## src/rtl/mac_seq.sv

```systemverilog
// mac_seq: iterative radix-4 Booth multiply-accumulate; SLICE_BITS multiplier bits retired per MULT cycle.
// Define MAC_EARLY_TERM_EN to leave MULT as soon as the remaining multiplier bits are pure sign.
//
// state | meaning
// IDLE  | waiting for a request, in_ready high
// MULT  | one Booth slice compressed into sum/carry per cycle
// ADD   | resolve sum+carry into result and flags
// DONE  | result held until out_ready
module mac_seq #(
    parameter int OP_W       = 32,
    parameter int SLICE_BITS = 8
) (
    input  logic                clk,
    input  logic                reset,
    input  logic                in_valid,
    output logic                in_ready,
    input  logic [OP_W-1:0]     op_a,
    input  logic [OP_W-1:0]     op_b,
    input  logic [2*OP_W-1:0]   acc_in,
    input  logic                is_signed,
    input  logic                is_long,
    input  logic                accumulate,
    input  logic                cancel,
    output logic                out_valid,
    input  logic                out_ready,
    output logic [2*OP_W-1:0]   result,
    output logic                flag_n,
    output logic                flag_z
);
    localparam int NSLICE = OP_W / SLICE_BITS;
    localparam int PW     = 2 * OP_W;
    localparam int BW     = OP_W + 3;
    localparam int DIG    = SLICE_BITS / 2;
    localparam int KW     = (NSLICE > 1) ? $clog2(NSLICE) : 1;
    localparam logic [KW-1:0] K_LAST = KW'(NSLICE - 1);

    typedef enum logic [1:0] {IDLE, MULT, ADD, DONE} state_t;

    state_t          state_q, state_d;
    logic [PW-1:0]   a_q, a_d, sum_q, sum_d, carry_q, carry_d, result_q, result_d;
    logic [BW-1:0]   b_q, b_d;
    logic [KW-1:0]   k_q, k_d;
    logic            is_long_q, is_long_d, flag_n_q, flag_n_d, flag_z_q, flag_z_d;

    logic [PW-1:0]   csa_s, csa_c, pp, corr, mag, sum_full;
    logic [2:0]      trip;
    logic            neg, early, b_sign;
    int              pos;

    // b_q holds op_b_ext shifted up by one, so b_q[0] is the implicit bit -1.
    // The extra digit at OP_W in the last slice corrects an unsigned top bit.
    always_comb begin
        csa_s = sum_q;
        csa_c = carry_q;
        corr  = '0;
        pp    = '0;
        mag   = '0;
        trip  = '0;
        neg   = 1'b0;
        pos   = 0;
        for (int j = 0; j <= DIG; j++) begin
            pos = (j < DIG) ? int'(k_q) * SLICE_BITS + 2 * j : OP_W;
            if (j < DIG || k_q == K_LAST) trip = b_q[pos +: 3];
            else                          trip = 3'b000;
            case (trip)
                3'b001, 3'b010, 3'b101, 3'b110: mag = a_q;
                3'b011, 3'b100:                 mag = a_q << 1;
                default:                        mag = '0;
            endcase
            neg  = trip[2] & ~(trip[1] & trip[0]);
            pp   = (mag ^ {PW{neg}}) << pos;
            corr = corr | ({{(PW-1){1'b0}}, neg} << pos);
            {csa_s, csa_c} = {csa_s ^ csa_c ^ pp,
                              ((csa_s & csa_c) | (csa_s & pp) | (csa_c & pp)) << 1};
        end
        {csa_s, csa_c} = {csa_s ^ csa_c ^ corr,
                          ((csa_s & csa_c) | (csa_s & corr) | (csa_c & corr)) << 1};
    end

`ifdef MAC_EARLY_TERM_EN
    logic hi_zero, hi_one;
    always_comb begin
        hi_zero = 1'b1;
        hi_one  = 1'b1;
        for (int i = 0; i < BW; i++) begin
            if (i >= (int'(k_q) + 1) * SLICE_BITS) begin
                hi_zero = hi_zero & ~b_q[i];
                hi_one  = hi_one & b_q[i];
            end
        end
        early = hi_zero | hi_one;
    end
`else
    assign early = 1'b0;
`endif

    always_comb begin
        state_d   = state_q;
        a_d       = a_q;
        b_d       = b_q;
        k_d       = k_q;
        sum_d     = sum_q;
        carry_d   = carry_q;
        is_long_d = is_long_q;
        result_d  = result_q;
        flag_n_d  = flag_n_q;
        flag_z_d  = flag_z_q;
        b_sign    = is_signed & op_b[OP_W-1];
        sum_full  = sum_q + carry_q;
        case (state_q)
            IDLE: begin
                if (in_valid) begin
                    a_d       = is_signed ? {{OP_W{op_a[OP_W-1]}}, op_a} : {{OP_W{1'b0}}, op_a};
                    b_d       = {{2{b_sign}}, op_b, 1'b0};
                    is_long_d = is_long;
                    sum_d     = !accumulate ? '0 :
                                is_long ? acc_in : {{OP_W{1'b0}}, acc_in[OP_W-1:0]};
                    carry_d   = '0;
                    k_d       = '0;
                    state_d   = MULT;
                end
            end
            MULT: begin
                sum_d   = csa_s;
                carry_d = csa_c;
                k_d     = k_q + 1'b1;
                if (k_q == K_LAST || early) state_d = ADD;
            end
            ADD: begin
                result_d = is_long_q ? sum_full : {{OP_W{1'b0}}, sum_full[OP_W-1:0]};
                flag_n_d = is_long_q ? sum_full[PW-1] : sum_full[OP_W-1];
                flag_z_d = is_long_q ? (sum_full == '0) : (sum_full[OP_W-1:0] == '0);
                state_d  = DONE;
            end
            DONE: begin
                if (out_ready) state_d = IDLE;
            end
            default: state_d = IDLE;
        endcase
        if (cancel) begin
            state_d  = IDLE;
            result_d = result_q;
            flag_n_d = flag_n_q;
            flag_z_d = flag_z_q;
        end
    end

    always_ff @(posedge clk) begin
        if (reset) begin
            state_q   <= IDLE;
            a_q       <= '0;
            b_q       <= '0;
            k_q       <= '0;
            sum_q     <= '0;
            carry_q   <= '0;
            is_long_q <= 1'b0;
            result_q  <= '0;
            flag_n_q  <= 1'b0;
            flag_z_q  <= 1'b0;
        end else begin
            state_q   <= state_d;
            a_q       <= a_d;
            b_q       <= b_d;
            k_q       <= k_d;
            sum_q     <= sum_d;
            carry_q   <= carry_d;
            is_long_q <= is_long_d;
            result_q  <= result_d;
            flag_n_q  <= flag_n_d;
            flag_z_q  <= flag_z_d;
        end
    end

    assign in_ready  = (state_q == IDLE);
    assign out_valid = (state_q == DONE);
    assign result    = result_q;
    assign flag_n    = flag_n_q;
    assign flag_z    = flag_z_q;
endmodule

```

## config.mk

```make
export PLATFORM = sky130hd
export DESIGN_NAME = mac_seq
export DESIGN_NICKNAME = d
export VERILOG_FILES = /design/src/rtl/mac_seq.sv
export SDC_FILE = /design/constraint.sdc
export NUM_CORES = 2
export LEC_CHECK = 0
export CELL_PAD_IN_SITES_DETAIL_PLACEMENT = 1
export CELL_PAD_IN_SITES_GLOBAL_PLACEMENT = 2
export CORE_MARGIN = 3
export CORE_UTILIZATION = 34
export CTS_BUF_LIST = sky130_fd_sc_hd__clkbuf_4
export CTS_CLUSTER_DIAMETER = 40
export DETAILED_ROUTE_END_ITERATION = 10
export PLACE_DENSITY_LB_ADDON = 0.1
export SETUP_SLACK_MARGIN = 0.05
export SLEW_MARGIN = 20
export SYNTH_ARGS = -nofsm -noshare
export SYNTH_HDL_FRONTEND = slang
export SYNTH_SLANG_ARGS = --single-unit
```

## constraint.sdc

```tcl
create_clock -name clk -period 7 [get_ports clk]
set_clock_uncertainty 0.2 [all_clocks]
set_input_delay 2.1 -clock clk [delete_from_list [all_inputs] [get_ports clk]]
set_output_delay 2.1 -clock clk [all_outputs]
set_load 0.005 [all_outputs]
```

=== Word level (Yosys, flattened, before mapping) ===
Index checks and enable logic that the tools add are counted.
Widths: inputs -> output; s select.

* Input bits: 136
* Output and inout bits: 68
* Logic and storage cells: 173
* Bits in registers: 296

* $add $sub $neg: 5
* Bitwise logic cells: 68
* Shift-type cells: 12
* Equal/unequal tests: 37
* Reductions and logical operators: 19
* Multiplexer cells: 22

{| class="wikitable"
|+ Operators by type and width
! operator !! number
|-
| $and 63x63->63 || 18
|-
| $xor 64x64->64 || 16
|-
| $pmux 64 s2 || 6
|-
| $or 63x63->63 || 12
|-
| $mux 64 || 6
|-
| $or 64x64->64 || 3
|-
| $shl 1x6->64 || 3
|-
| $shl 64x6->64 || 3
|-
| $shiftx 35x7->3 || 3
|-
| $add 64x64->64 || 1
|-
| $logic_not 64->1 || 1
|-
| $or 64x33->64 || 1
|-
| $pmux 32 s2 || 1
|-
| $shl 1x5->64 || 1
|-
| $shl 64x5->64 || 1
|-
| $eq 3x3->1 const B || 15
|-
| $shiftx 35x6->3 || 1
|-
| $logic_not 32->1 || 1
|-
| $xor 32x32->32 || 1
|-
| $eq 3x2->1 const B || 10
|-
| $reduce_or 4->1 || 5
|-
| $eq 3x1->1 const B || 5
|-
| $add 5x3->6 const B || 2
|-
| $reduce_or 2->1 || 6
|-
| other kinds (17) || 41
|}

=== Logic depth before layout (Yosys ltp) ===
* Word-level depth: 25
* Gate-level depth with buffers: 29
* Gate-level depth less buffers: 26

=== Worst setup path before layout ===
No wires, ideal clock.

* Path kind: reg2reg
* Start point: register k_q[0]
* End point: register sum_q[63]
* Period minus slack after synthesis: 6,776 ps
* Required time: 6,668 ps
* Path buffers: 3
* Data arrival time: 6,445 ps
* Library setup time: 132 ps
* Slack: 224 ps
* Stages on the path, launching flop included: 27
* Cells stage by stage: dfxtp_1 -> buf_2 -> clkbuf_1 -> buf_1 -> nand2_1 -> o21a_1 -> ha_1 -> mux2_2 -> o21ai_1 -> xor2_1 -> inv_1 -> fa_1 -> fa_1 -> inv_1 -> fa_1 -> inv_1 -> fa_1 -> fa_1 -> xnor2_1 -> xnor2_1 -> xnor2_1 -> xnor2_1 -> xnor2_1 -> xnor2_1 -> xnor2_1 -> a221oi_1 -> nor3_1

* Word-level cells in the longest chain between the ends: 24
* Elaborated cells on any way between the ends: 122
* Those cells by class: add/sub (3); eq/ne (31); shift (12); mux (7); bitwise (59); reduce/logical (10)

{| class="wikitable"
|+ RTL lines
! what !! RTL line !! RTL
|-
| start: declaration || 42 || <nowiki>logic [KW-1:0] k_q, k_d;</nowiki>
|-
| start signal: assignment || 164 || <nowiki>k_q <= k_d;</nowiki>
|-
| parallel branches: the longest is 22 deep, another holds $add 5x2->6 || -- ||
|-
| $xor 64x64->64 * || 76 || <nowiki>{csa_s, csa_c} = {csa_s ^ csa_c ^ corr,</nowiki>
|-
| $pmux 64 s2 * || 110 || <nowiki>case (state_q)</nowiki>
|-
| end signal: assignment || 165 || <nowiki>sum_q <= sum_d;</nowiki>
|-
| end: declaration || 40 || <nowiki>logic [PW-1:0] a_q, a_d, sum_q, sum_d, carry_q, carry_d, result_q, result_d;</nowiki>
|}

Mark *: on every way between the ends.
A chain may end at the register's enable or synchronous reset.

=== Worst setup path in the final report ===
* Start point: register k_q[0]
* End point: register sum_q[36]

The elaborated chain is that of the path after synthesis.

==> reports/results.ini <==
[run_status]
status=finished, final reports clean

[placement]
gp_congestion=0.966
dp_hpwl_um=107000
io_buffers=203

[worst_setup_path]
r2r_cells=22
endpoint=sum_q[36]$_SDFFE_PP0P_
rr_startpoint=k_q[0]$_SDFFE_PP0P_
cp_slowest_stage_delay_ns=0.60
crit_buf_inv=6
worst-setup-path-type=register to register
path_cells=mux4_2 > ha_1 > mux2_2 > o21ai_0 > xor2_2 > inv_1 > nor2_1 > buf_4 > a21oi_1 > nor2_1 > a21oi_1 > buf_4 > fa_1 > fa_1 > inv_1 > fa_1 > inv_1 > fa_1 > inv_1 > ha_1 > a221oi_1 > nor3_1
critPathTopFamily=adder cells
cp_data_arrival_time_ns=7.11
startpoint=k_q[0]$_SDFFE_PP0P_
r2r-end=sum_q[36]$_SDFFE_PP0P_
path_max_fanout=10
slowest_stage=mux4_2
reg2reg_slack_ns=0.43
critPathRequiredTime_ns=7.54
cp.depth=22
crit_path_start_kind=register
cp-end-kind=register

[synth]
synth_top_cells_by_count=442 x inv_1, 411 x nand2_1, 336 x nor2_1, 306 x a21oi_1, 282 x fa_1
ys_warn_count=0
yosysUniqueCellTypes=75
netlist_instances=3576
synth-main-ff-cell=dfxtp_1
synth_area_leaders=fa_1 20%, dfxtp_1 19%, ha_1 7.0%, inv_1 5.9%, nand2_1 5.5%
netlist_area_mm2=0.0283
async_flop_share_pct=0
syn_nets=4153
yosysTopAreaCellShare_pct=20.0
synth.most_common_cell=inv_1
synth-seq-area-share_pct=18.6
synth-seq-cells=262
synth-edff-count=0
syn_area_per_cell_um2=7.90
synth_top_area_cell=fa_1

[sta]
max_freq_ghz=0.152
max_slew.worst_pin.slew_ns=0.983
timing.final.crit_share_pct=93.9
rsz0062_at_grt=false
hold_ws_ns=0.251
setup_tns_ns=0
hold_violations=0
slew_violations=0
setup_viol=0
period_minus_slack_ns=6.57
max-slew-margin-rel_pct=34.3

[die]
rows=105
die_h_um=294
start_util_pct=34.4
die_width_um=294
die_area_mm2=0.0866
num_io_pins=204
coreArea_mm2=0.0822

[layout]
layout-drive-gt1-share_pct=8.05
area_growth_pct=15.5
nets=4288

[pwr]
p_leak_uw=0.0132
p_per_area_mw_per_mm2=204
peakVddDrop_uv=133
pwr-share-comb_pct=51.6
power_frac_seq_pct=25.7
p_clk_share_pct=22.8
p_int_uw=3630
switching_share_pct=45.5
p_sw_uw=3020

[global_routing]
grt.total_usage_pct=30.4
grt_max_degree=153
grt_overflow=0
grt_pass1_vias=28400
antenna_found_initial=1
grt_pass1_wl_um=194000

[routing]
ant_nets=0
drt-total-wl_um=131000
post_drt_wl_per_cell_um=27.2
drc=0
via_count=26600
drt_first_iter_violations=1915
dr.pass1.iters=6
vias_per_cell=5.51

[clock_tree]
clock_sinks=262
path_clk_slew_ns=0.06
cts_buffers=81
clock_latency_ns=0.91
clock_path_buffers=3
cts_tree=yes
h-tree-depth=3
cts_root_buf=clkbuf_4
post_cts_buffers=0

[worst_hold_path]
hold_path_class=register to register

[run]
drv_cap=0

-- what timing repair did --
item                                   CTS  global route
endpoints found under the hold margin    0             0
hold buffers                             0             0
gates resized for setup                  0             5
setup endpoints to repair                0            19
-- kinds of logic (layout without fill, tap and decap cells) --
logic type,Yosys count,in the layout,share of synthesized area (%)
muxes,73,73,2.98
and+or+nand+nor,992,992,15.1
adders and majority gates,441,441,27.0
DFF,262,262,18.6
buffers and inverters,710,886,9.48
xor gates and xnor gates,232,232,7.19
AOI/OAI and AO/OA,866,866,19.7
other,0,2,0
-- layer usage --
| metal | GRT usage [%] | part of all wire, % | routed length (µm) | vias up |
|---|---|---|---|---|
| li1 | - | - | - | 12100 |
| met1 | 43.2 | 47 | 61200 | 13500 |
| met2 | 47.9 | 45 | 58700 | 792 |
| met3 | 4.03 | 5.5 | 7240 | 169 |
| met4 | 9.36 | 3.0 | 3950 | 0 |
| met5 | 0 | 0 | 0 | - |
-- worst min-delay path, delay by kind of cell, from the launching register on --
family / cells / cell delay [ns]
compound gates: 1 / 0.05
simple gates: 1 / 0.05
flops: 1 / 0.31
-- power by group through the flow --
stage / combinational, µW / sequential [µW] / clock [µW]
floorplan: 2110 / 1640 / 0
global placement: 3300 / 1730 / 0
detailed placement: 3390 / 1740 / 0
CTS: 3430 / 1700 / 1580
global route: 3880 / 1710 / 1660
finish: 3430 / 1710 / 1510
-- state kept, by name, summed over array words and instances, names as in the netlist --
| signal | cells |
|---|---|
| b_q | 33 |
| is_long_q | 1 |
| carry_q | 61 |
| k_q | 2 |
| flag_n | 1 |
| flag_z | 1 |
| state_q | 2 |
| result | 64 |
| sum_q | 64 |
| a_q | 33 |
-- layout by cell type (no fill, tap or decap), types with 108 or more instances in the layout --
| master | count |
|---|---|
| nor2_1 | 336 |
| o21ai_0 | 132 |
| dfxtp_1 | 260 |
| inv_1 | 441 |
| xor2_1 | 122 |
| a22oi_1 | 205 |
| xnor2_1 | 108 |
| ha_1 | 157 |
| clkdlybuf4s50_1 | 202 |
| fa_1 | 282 |
| clkbuf_4 | 108 |
| a21oi_1 | 304 |
| nand2_1 | 410 |
-- stage by stage --
step           instance area [µm²]  cells  power (µW)  worst slack (ns)  util [%]
6_report                     32700   4824        6650             0.427      39.7
3_3_place_gp                 31700   4697        5040             0.347      38.5
4_1_cts                      32600   4821        6710             0.204      39.6
5_1_grt                      32700   4823        7260             0.122      39.7
3_5_place_dp                 31700   4697        5120             0.185      38.5
2_1_floorplan                28300   3576        3750             0.224         -
-- worst min path at each step --
stage	from	to	slack, ns	cells past startpoint
6_report	b_q[33]$_SDFFE_PP0P_	b_q[33]$_SDFFE_PP0P_	0.25	2
5_1_grt	result[6]$_SDFFE_PP0P_	result[6]$_SDFFE_PP0P_	0.27	2
4_1_cts	result[60]$_SDFFE_PP0P_	result[60]$_SDFFE_PP0P_	0.26	2
3_5_place_dp	result[60]$_SDFFE_PP0P_	result[60]$_SDFFE_PP0P_	0.25	2
3_3_place_gp	result[62]$_SDFFE_PP0P_	result[62]$_SDFFE_PP0P_	0.24	2
2_1_floorplan	b_q[33]$_SDFFE_PP0P_	b_q[33]$_SDFFE_PP0P_	0.23	2
-- final cells by class --
| class | instances | area, µm² |
|---|---|---|
| clock buffer | 108 | 811 |
| fill | 9892 | 49600 |
| sequential | 262 | 5250 |
| multi-input combinational | 2604 | 20400 |
| tap | 1070 | 1340 |
| antenna | 2 | 5.00 |
| clock inverter | 16 | 124 |
| timing repair buffer | 319 | 3050 |
| inverter | 443 | 1660 |
No activity file was read; power rests on OpenSTA's default activity.
